--- config.mk ---
export PLATFORM = sky130hd
export DESIGN_NAME = sum_avg_ctrl
export DESIGN_NICKNAME = d
export VERILOG_FILES = /design/src/rtl/sum_pkg.sv /design/src/rtl/sum.sv /design/src/rtl/sum_avg_ctrl.sv
export SDC_FILE = /design/constraint.sdc
export NUM_CORES = 1
export LEC_CHECK = 0
export CELL_PAD_IN_SITES_DETAIL_PLACEMENT = 1
export CELL_PAD_IN_SITES_GLOBAL_PLACEMENT = 1
export CORE_MARGIN = 1.5
export CORE_UTILIZATION = 25
export DETAILED_ROUTE_END_ITERATION = 10
export GPL_ROUTABILITY_DRIVEN = 0
export PLACE_DENSITY = 0.55
export SLEW_MARGIN = 10
export SYNTH_ARGS = -nofsm -noshare
export SYNTH_HDL_FRONTEND = slang
export SYNTH_SLANG_ARGS = --single-unit
--- constraint.sdc ---
create_clock -name clk -period 1.95 [get_ports clk]
set_clock_uncertainty 0.1 [all_clocks]
set_input_delay 0.2925 -clock clk [delete_from_list [all_inputs] [get_ports clk]]
set_output_delay 0.2925 -clock clk [all_outputs]
set_load 0.05 [all_outputs]
--- src/rtl/sum_pkg.sv ---
// Shared types and defaults for the block-average controller and its adder tree.
package sum_pkg;

  typedef enum logic [1:0] {
    IDLE = 2'd0,
    RUN  = 2'd1,
    HOLD = 2'd2
  } sum_st_t;

  localparam int SUM_W_DEF   = 8;
  localparam int SUM_N_DEF   = 4;
  localparam int SUM_AVG_DEF = 1;

  // Width of a full 2**n-sample sum of w-bit values; it can never overflow.
  function automatic int sum_w(input int w, input int n);
    return w + n;
  endfunction

endpackage

--- src/rtl/sum.sv ---
// Pipelined binary adder tree: 2**N unsigned samples in, their sum out after N clocks.
// Heap-indexed nodes: node j adds children 2j and 2j+1; node 1 is the root.
module sum
  import sum_pkg::*;
#(
  parameter int W = SUM_W_DEF,
  parameter int N = SUM_N_DEF
) (
  input  logic                  clk,
  input  logic [W-1:0]          dat [2**N],
  output logic [sum_w(W,N)-1:0] res
);

  localparam int SW   = sum_w(W, N);
  localparam int LEAF = 2**N;

  logic [SW-1:0] node_r [1:LEAF-1];

  for (genvar j = 1; j < LEAF; j++) begin : g_node
    if (2 * j >= LEAF) begin : g_leaf
      // First stage: pairs of buffer entries, sampled on the launch edge.
      always_ff @(posedge clk) begin
        node_r[j] <= SW'(dat[2*j-LEAF]) + SW'(dat[2*j+1-LEAF]);
      end
    end else begin : g_inner
      // Later stages: pairs of partial sums from the stage below.
      always_ff @(posedge clk) begin
        node_r[j] <= node_r[2*j] + node_r[2*j+1];
      end
    end
  end

  assign res = node_r[1];

endmodule

--- src/rtl/sum_avg_ctrl.sv ---
// Block-average controller: buffers 2**N samples, launches them into the adder
// tree, waits out its latency and holds the sum or mean until consumed.
module sum_avg_ctrl
  import sum_pkg::*;
#(
  parameter int W   = SUM_W_DEF,
  parameter int N   = SUM_N_DEF,
  parameter int AVG = SUM_AVG_DEF
) (
  input  logic           clk,
  input  logic           rst_n,
  input  logic [W-1:0]   in_dat,
  input  logic           in_val,
  output logic           in_rdy,
  input  logic           flush,
  output logic [W+N-1:0] out_dat,
  output logic           out_val,
  input  logic           out_rdy,
  output logic [N:0]     cnt,
  output logic           busy
);

  localparam int SW  = sum_w(W, N);
  localparam int BLK = 2**N;

  logic [W-1:0]  buf_r [BLK];
  logic [N:0]    cnt_r, cnt_nxt_s;
  logic          full_r, full_nxt_s, in_rdy_r;
  logic          acc_s, drain_s, launch_s, cap_s;
  sum_st_t       st_r, st_nxt_s;
  logic [N-1:0]  lat_r, lat_nxt_s;
  logic [SW-1:0] res_s, out_dat_r;
  logic          out_val_r, out_val_nxt_s, busy_r;

  // A flush drops any sample offered in the same cycle.
  assign acc_s    = in_val && in_rdy_r && !flush;
  assign drain_s  = out_val_r && out_rdy;
  assign launch_s = full_r && ((st_r == IDLE) || ((st_r == HOLD) && drain_s));

  // Fill counter and full flag; launch or flush empties the buffer.
  always_comb begin
    cnt_nxt_s  = cnt_r;
    full_nxt_s = full_r;
    if (flush || launch_s) begin
      cnt_nxt_s  = {(N+1){1'b0}};
      full_nxt_s = 1'b0;
    end else if (acc_s) begin
      cnt_nxt_s  = cnt_r + (N+1)'(1);
      full_nxt_s = (cnt_r == (N+1)'(BLK - 1));
    end else begin
      cnt_nxt_s  = cnt_r;
      full_nxt_s = full_r;
    end
  end

  // Fill-side registers; in_rdy is registered from the next full state.
  always_ff @(posedge clk or negedge rst_n) begin
    if (!rst_n) begin
      cnt_r    <= {(N+1){1'b0}};
      full_r   <= 1'b0;
      in_rdy_r <= 1'b1;
    end else begin
      cnt_r    <= cnt_nxt_s;
      full_r   <= full_nxt_s;
      in_rdy_r <= !full_nxt_s;
    end
  end

  // Sample buffer; pure data, validity is tracked by cnt_r and full_r.
  always_ff @(posedge clk) begin
    if (acc_s) begin
      buf_r[cnt_r[N-1:0]] <= in_dat;
    end
  end

  sum #(.W(W), .N(N)) u_sum (
    .clk (clk),
    .dat (buf_r),
    .res (res_s)
  );

  // Output FSM state register.
  always_ff @(posedge clk or negedge rst_n) begin
    if (!rst_n) begin
      st_r  <= IDLE;
      lat_r <= {N{1'b0}};
    end else begin
      st_r  <= st_nxt_s;
      lat_r <= lat_nxt_s;
    end
  end

  // Output FSM next state; a drain in HOLD may relaunch on the same edge.
  always_comb begin
    st_nxt_s  = st_r;
    lat_nxt_s = lat_r;
    case (st_r)
      IDLE: begin
        if (launch_s) begin
          st_nxt_s  = RUN;
          lat_nxt_s = N'(N - 1);
        end else begin
          st_nxt_s  = IDLE;
        end
      end
      RUN: begin
        if (lat_r == {N{1'b0}}) begin
          st_nxt_s  = HOLD;
        end else begin
          lat_nxt_s = lat_r - N'(1);
        end
      end
      HOLD: begin
        if (launch_s) begin
          st_nxt_s  = RUN;
          lat_nxt_s = N'(N - 1);
        end else if (drain_s) begin
          st_nxt_s  = IDLE;
        end else begin
          st_nxt_s  = HOLD;
        end
      end
      default: begin
        st_nxt_s  = IDLE;
        lat_nxt_s = {N{1'b0}};
      end
    endcase
  end

  // Output FSM decode: capture the tree result once its latency has elapsed.
  always_comb begin
    cap_s         = (st_r == RUN) && (lat_r == {N{1'b0}});
    out_val_nxt_s = out_val_r;
    if (cap_s) begin
      out_val_nxt_s = 1'b1;
    end else if (drain_s) begin
      out_val_nxt_s = 1'b0;
    end else begin
      out_val_nxt_s = out_val_r;
    end
  end

  // Output registers; out_dat only changes on capture, so it is stable in HOLD.
  always_ff @(posedge clk or negedge rst_n) begin
    if (!rst_n) begin
      out_val_r <= 1'b0;
      out_dat_r <= {SW{1'b0}};
      busy_r    <= 1'b0;
    end else begin
      out_val_r <= out_val_nxt_s;
      busy_r    <= (st_nxt_s != IDLE);
      if (cap_s) begin
        out_dat_r <= (AVG != 0) ? (res_s >> N) : res_s;
      end else begin
        out_dat_r <= out_dat_r;
      end
    end
  end

  assign in_rdy  = in_rdy_r;
  assign cnt     = cnt_r;
  assign out_val = out_val_r;
  assign out_dat = out_dat_r;
  assign busy    = busy_r;

endmodule

==> results of run 1 <==
Yosys cell counts (3+ instances only):
cell type / n
mux2_2: 8
nand2b_1: 7
ha_1: 137
dfrtp_1: 22
buf_4: 4
a311oi_1: 3
xnor2_1: 76
nand3_1: 7
nand2_1: 20
o21a_1: 14
dfxtp_1: 142
mux2i_1: 4
a21o_1: 22
o41a_1: 4
fa_1: 14
a21boi_0: 6
nand4_1: 4
inv_1: 57
a21oi_1: 84
clkbuf_1: 3
a211oi_1: 9
nor3_1: 16
nor2_1: 55
a31oi_1: 5
xor2_1: 22
o31ai_1: 6
edfxtp_1: 128
or2_2: 4
o21ai_0: 39
o21bai_1: 32
and2_1: 5
nor2b_1: 12
and3_1: 7
registers in the layout, indices dropped and copies added (netlist names):
name          flops
in_rdy            1
out_val           1
full_r            1
cnt               5
buf_r           128
busy              1
u_sum.node_r    142
st_r              2
out_dat           8
lat_r             4
cell families (layout without fill, tap and decap cells):
kind of cell / after synthesis / after routing / share of synthesized area
muxes: 12 / 12 / 0.0102
adders and majority gates: 151 / 151 / 0.157
and+or+nand+nor: 146 / 146 / 0.0554
AOI/OAI and AO/OA: 234 / 234 / 0.117
DFF: 293 / 293 / 0.572
xor gates and xnor gates: 98 / 98 / 0.0675
buffers and inverters: 65 / 248 / 0.0210
other: 1 / 6 / 0.000295
area by class of cell:
type / instances / area (sq um) / share of cell area
antenna: 2 / 5.00 / 0.000311
clock buffer: 44 / 856 / 0.0532
clock inverter: 14 / 101 / 0.00630
inverter: 57 / 214 / 0.0133
multi-input combinational: 645 / 5690 / 0.353
sequential: 293 / 7270 / 0.452
tap: 672 / 841 / 0.0522
timing repair buffer: 133 / 1120 / 0.0694
metrics by stage:
stage / hold slack [ps] / total power [mW] / TNS (ps) / std cells
after floorplan: -103 / 7.90 / -41.3 / 1003
after global placement: 332 / 8.40 / -15110 / 1786
after detailed placement: 336 / 8.43 / -18100 / 1786
after CTS: 201 / 14.1 / -135 / 1847
after global routing: 217 / 14.6 / -619 / 1858
final: 239 / 13.9 / -108 / 1860
per-layer routing:
metal / track usage / up-vias
met4: 0.0252 / 0
met3: 0.0213 / 40
li1: - / 3920
met5: 0 / -
met2: 0.189 / 87
met1: 0.136 / 3755
worst paths after layout:
path / to / depth (start not counted) / slack (ps) / startpoint
worst max register to register: u_sum.node_r[14][7] / 6 / -110 / buf_r[28]
worst min register to register: u_sum.node_r[2][0] / 1 / 350 / u_sum.node_r[5][0]
max in group asynchronous: in_rdy / 3 / 880 / rst_n
min in group asynchronous: cnt[2] / 3 / 550 / rst_n
worst max-delay path: u_sum.node_r[14][7] / 6 / -110 / buf_r[28]
worst min-delay path: out_val / 2 / 240 / out_rdy
what timing repair did:
| action | in CTS | in global routing |
|---|---|---|
| hold buffers | 1 | 0 |
| pin swaps | 20 | 40 |
| gates resized for setup | 36 | 72 |
| endpoints found under the hold margin | 22 | 0 |
| cloned | 0 | 1 |
| setup buffers | 4 | 10 |
| endpoints found under the setup margin | 29 | 55 |
worst max-delay path, stage by stage (launching register included):
cell and delay [ps]:
edfxtp_1 410, ha_4 270, and3_4 170, a221o_1 330
or4_1 400, o311a_1 130, xor2_1 140
power groups by stage:
stage	sequential [mW]	combinational (mW)	clock, mW
after floorplan	6.93	0.970	0
after global placement	6.97	1.43	0
after detailed placement	6.97	1.46	0
after CTS	6.84	1.48	5.79
after global routing	6.87	1.72	6.02
final	6.84	1.51	5.56
==> flow_summary_export.csv, run 1 <==
group,metric,value,unit
critical_path,crit_path_start_kind,"flop",
placement,post_dp_cell_area,0.0147,sq mm
final_layout,nFillCells,5415,
cts,clock_latency,580,ps
final_layout,final_cell_mix,"136 x dfxtp_1, 128 x edfxtp_1, 118 x ha_1",
pwr,p_int,10.6,mW
detailed_routing,routed.top_layer,"met4",
floorplanning,die-area,0.0522,sq mm
floorplanning,die_x,228,microns
synth,synth_edf_count,128,
floorplanning,ios,33,
critical_path,crit_path_max_fanout,4,
final_layout,num-nets-final,1325,
final_layout,drive_above_1_share,0.232,
placement,portBuffers,28,
job,max_cap_viol_count,0,
cts,cts.sinks,293,
synth,yosys.area.top_type,"edfxtp_1",
final_layout,final_util,0.321,
pwr,power.density,864,mW/mm^2
pwr,p_leak,6.44,nW
synth,synth_top_flop_cell,"dfxtp_1",
cts,cts_tree,"yes",
synth,ys_ff_latch,293,
placement,post-dp-hpwl,20800,microns
sta,rsz0062_at_grt,"true",
sta,hold_viol_final,0,
cts,root_buffer,"clkbuf_16",
synth,synth.top_cell.area_share,0.302,
status,violations,"setup timing",
global_routing,grt_first_pass_wirelength,44500,microns
global_routing,antenna_found_initial,1,
sta,setup_violations,1,
detailed_routing,dr_total_vias,7802,
synth,syn_area,0.0127,sq mm
sta,min_period,2060,ps
floorplanning,start_util,0.253,
critical_path,critical_path_class,"flop to flop",
global_routing,grt_pass1_vias,8363,
synth,synthTopCellsByArea,"edfxtp_1 30%, dfxtp_1 22%, ha_1 13%, xnor2_1 5.2%, dfrtp_1 4.3%",
detailed_routing,met2_wirelength,13700,microns
global_routing,grtUsageTotal,0.108,
global_routing,gr-total-overflow,0,
floorplanning,rows,82,
synth,synth_cells,1000,
floorplanning,die_y,228,microns
pwr,swShare,0.239,
worst_hold_path,min_path_type,"primary input to flop",
detailed_routing,avgViaCountPerCell,4.19,
pwr,ir_drop,0.682,mV
detailed_routing,wl_per_cell,15.2,microns
pwr,combPwrFrac,0.108,
cts,cts_buffers,31,
detailed_routing,wl_met1,12800,microns
sta,slew_viol_final,0,
floorplanning,core-area,0.0502,sq mm
synth,synthArstFlopShare,0.0785,
final_layout,postLayoutCellArea,0.0161,sq mm
detailed_routing,drt_iter0_markers,217,
detailed_routing,postRouteAntennaNets,0,
critical_path,critPathArrivalTime,2420,ps
cts,htreeDepth,1,
detailed_routing,routed_wl,28300,microns
critical_path,end_kind,"flop",
pwr,clockPowerShare,0.400,
critical_path,critPathRequiredTime,2310,ps
synth,synth_cell_type_count,50,
cts,path_clk_slew,60,ps
synth,yosys_warnings,0,
final_layout,area_delta_synth_final,26.7,%
pwr,power_switching,3.32,mW
pwr,sequentialPowerShare,0.492,
detailed_routing,drc,0,
synth,synth.avg_cell_area,12.7,sq um
sta,fmax,486,MHz
synth,synth-seq-area-share,0.572,
placement,dpl_worst_slack,-189,ps
detailed_routing,first_pass_iters,4,
global_routing,grt_max_degree,24,
status,status,"finished, violations left",
final_layout,final_common_cell,"dfxtp_1",
sta,period_share,1.06,
detailed_routing,wl_met3,1200,microns
sta,setup_ws,-108,ps
cts,clockBufferDepth,3,
Power figures use the tool's default switching activity.
==> run 2, diff against run 1 <==
--- a/config.mk
+++ b/config.mk
@@ -7,7 +7,7 @@
 export LEC_CHECK = 0
 export CELL_PAD_IN_SITES_DETAIL_PLACEMENT = 1
 export CELL_PAD_IN_SITES_GLOBAL_PLACEMENT = 1
-export CORE_MARGIN = 1.5
+export CORE_MARGIN = 2
 export CORE_UTILIZATION = 25
 export DETAILED_ROUTE_END_ITERATION = 10
 export GPL_ROUTABILITY_DRIVEN = 0
==> run 2 against run 1 <==
  * The run still ends with setup timing left
  * Hold slack worse by 13 ps
  * Sequential cell count stayed put
  * Utilization is 0.13 points higher
  * Via count is 0.42% higher
==> flow_summary_export.csv, run 2 (synthesis gave the netlist of run 1 again) <==
group,metric,value,unit
status,status,"finished, violations left",
status,violations,"setup timing",
critical_path,critical_path_class,"flop to flop",
floorplanning,rows,82,
floorplanning,start_util,0.253,
sta,fmax,480,MHz
critical_path,crit_path_max_fanout,2,
floorplanning,ios,33,
critical_path,critPathTopFamily,"compound AO/OA/AOI/OAI gates",
floorplanning,core-area,0.0502,sq mm
cts,clockBufferDepth,3,
detailed_routing,first_pass_iters,4,
sta,period_share,1.07,
pwr,p_leak,6.47,nW
final_layout,num_antenna_cells,0,
critical_path,crit_chain,"ha_1 > a21o_1 > a221o_1 > or4_1 > o311a_1 > xor2_1",
floorplanning,die-area,0.0526,sq mm
cts,clock_latency,600,ps
pwr,p_int,10.7,mW
job,max_cap_viol_count,0,
pwr,power.density,874,mW/mm^2
final_layout,largest_reg_flops,142,
global_routing,grt_first_pass_wirelength,45100,microns
global_routing,grt_max_degree,24,
final_layout,num-nets-final,1326,
final_layout,area_delta_synth_final,27.2,%
placement,portBuffers,28,
pwr,finalPower,14.1,mW
floorplanning,die_x,229,microns
final_layout,final_common_cell,"dfxtp_1",
pwr,combPwrFrac,0.111,
pwr,ir_drop,0.666,mV
final_layout,top_register,"u_sum.node_r",
critical_path,slowest_delay,400,ps
global_routing,antenna_found_initial,0,
detailed_routing,drc,0,
pwr,sequentialPowerShare,0.484,
sta,min_period,2080,ps
critical_path,critPathArrivalTime,2460,ps
sta,slew_viol_final,0,
critical_path,end_kind,"flop",
worst_hold_path,min_path_type,"primary input to flop",
pwr,power_switching,3.39,mW
final_layout,postLayoutCellArea,0.0162,sq mm
worst_hold_path,min_path_cells,2,
floorplanning,die_y,229,microns
pwr,swShare,0.240,
detailed_routing,wl_per_cell,15.6,microns
critical_path,crit_path_start_kind,"flop",
cts,cts.sinks,293,
critical_path,crit_slowest_cell,"or4_1",
cts,root_buffer,"clkbuf_16",
final_layout,multi_input_area,0.00571,sq mm
detailed_routing,routed_wl,29000,microns
detailed_routing,avgViaCountPerCell,4.21,
global_routing,grtUsageTotal,0.109,
cts,path_clk_slew,60,ps
final_layout,nFillCells,5412,
global_routing,grt_pass1_vias,8404,
detailed_routing,postRouteAntennaNets,0,
critical_path,path_depth,6,
pwr,clockPowerShare,0.405,
sta,setup_ws,-132,ps
cts,htreeDepth,1,
detailed_routing,drt_iter0_markers,235,
final_layout,drive_above_1_share,0.230,
detailed_routing,dr_total_vias,7835,
cts,cts_buffers,31,
critical_path,r2r_cells,6,
final_layout,final_cell_mix,"136 x dfxtp_1, 128 x edfxtp_1, 113 x ha_1",
critical_path,worst-path-buf-inv,0,
placement,post_dp_cell_area,0.0146,sq mm
sta,rsz0062_at_grt,"true",
sta,hold_viol_final,0,
critical_path,critPathRequiredTime,2330,ps
cts,cts_tree,"yes",
placement,post-dp-hpwl,20900,microns
final_layout,final-seq-area,0.00727,sq mm
sta,setup_violations,3,
global_routing,gr-total-overflow,0,
run 2: changes by cell type in the layout (fill, tap and decap cells not counted), moves of 3 or more:
cell	change
a21boi_0	-3
a21boi_1	+3
a211oi_1	+3
o21ai_1	+6
ha_1	-5
clkbuf_8	+4
ha_2	+4
a211oi_2	-3
o21ai_2	-4
buf_6	+3
clkinv_2	-5
run 2: cell type report:
type,count,area share
Sequential cell,293,0.450
Tap cell,672,0.0520
Clock inverter,7,0.00488
Multi-Input combinational cell,645,0.353
Timing Repair Buffer,134,0.0703
Clock buffer,51,0.0561
Inverter,57,0.0134
run 2: per-layer routing:
metal	vias to the layer above	GRT usage	share of wire
met5	-	0	0
met4	0	0.0296	0.024
met3	44	0.0207	0.037
met2	97	0.189	0.48
met1	3779	0.138	0.46
li1	3915	-	-
run 2: stage by stage:
step | hold WS [ps] | TNS [ps] | setup slack (ps) | utilization | instances
after floorplan | -103 | -41.3 | -41.3 | - | 1003
after global placement | 334 | -15580 | -182 | 0.292 | 1784
after detailed placement | 332 | -17950 | -182 | 0.292 | 1784
after CTS | 191 | -244 | -147 | 0.314 | 1851
after global routing | 228 | -820 | -226 | 0.322 | 1859
final | 226 | -142 | -132 | 0.322 | 1859
run 2: path summary, 6_finish.rpt:
kind                                         start             endpoint  slack (ps)
worst max-delay path                     buf_r[25]  u_sum.node_r[14][7]        -130
worst min-delay path                       out_rdy              out_val         230
worst max register to register           buf_r[25]  u_sum.node_r[14][7]        -130
worst min register to register  u_sum.node_r[4][0]   u_sum.node_r[2][0]         360
max in group asynchronous                    rst_n               in_rdy         900
min in group asynchronous                    rst_n               cnt[2]         530
run 2: repair_timing:
item                       in CTS  in global routing
setup endpoints to repair      33                 51
cloned                          0                  1
pin swaps                      17                 56
resized for setup              32                 84
hold endpoints to repair       22                  0
hold buffers                    1                  0
buffers inserted                8                  9
run 2: power by group through the flow:
stage	Clock [mW]	Combinational (mW)	Sequential, mW
final	5.72	1.57	6.85
after global routing	6.15	1.78	6.87
after CTS	5.94	1.49	6.85
after detailed placement	0	1.46	6.98
after global placement	0	1.43	6.97
after floorplan	0	0.970	6.93
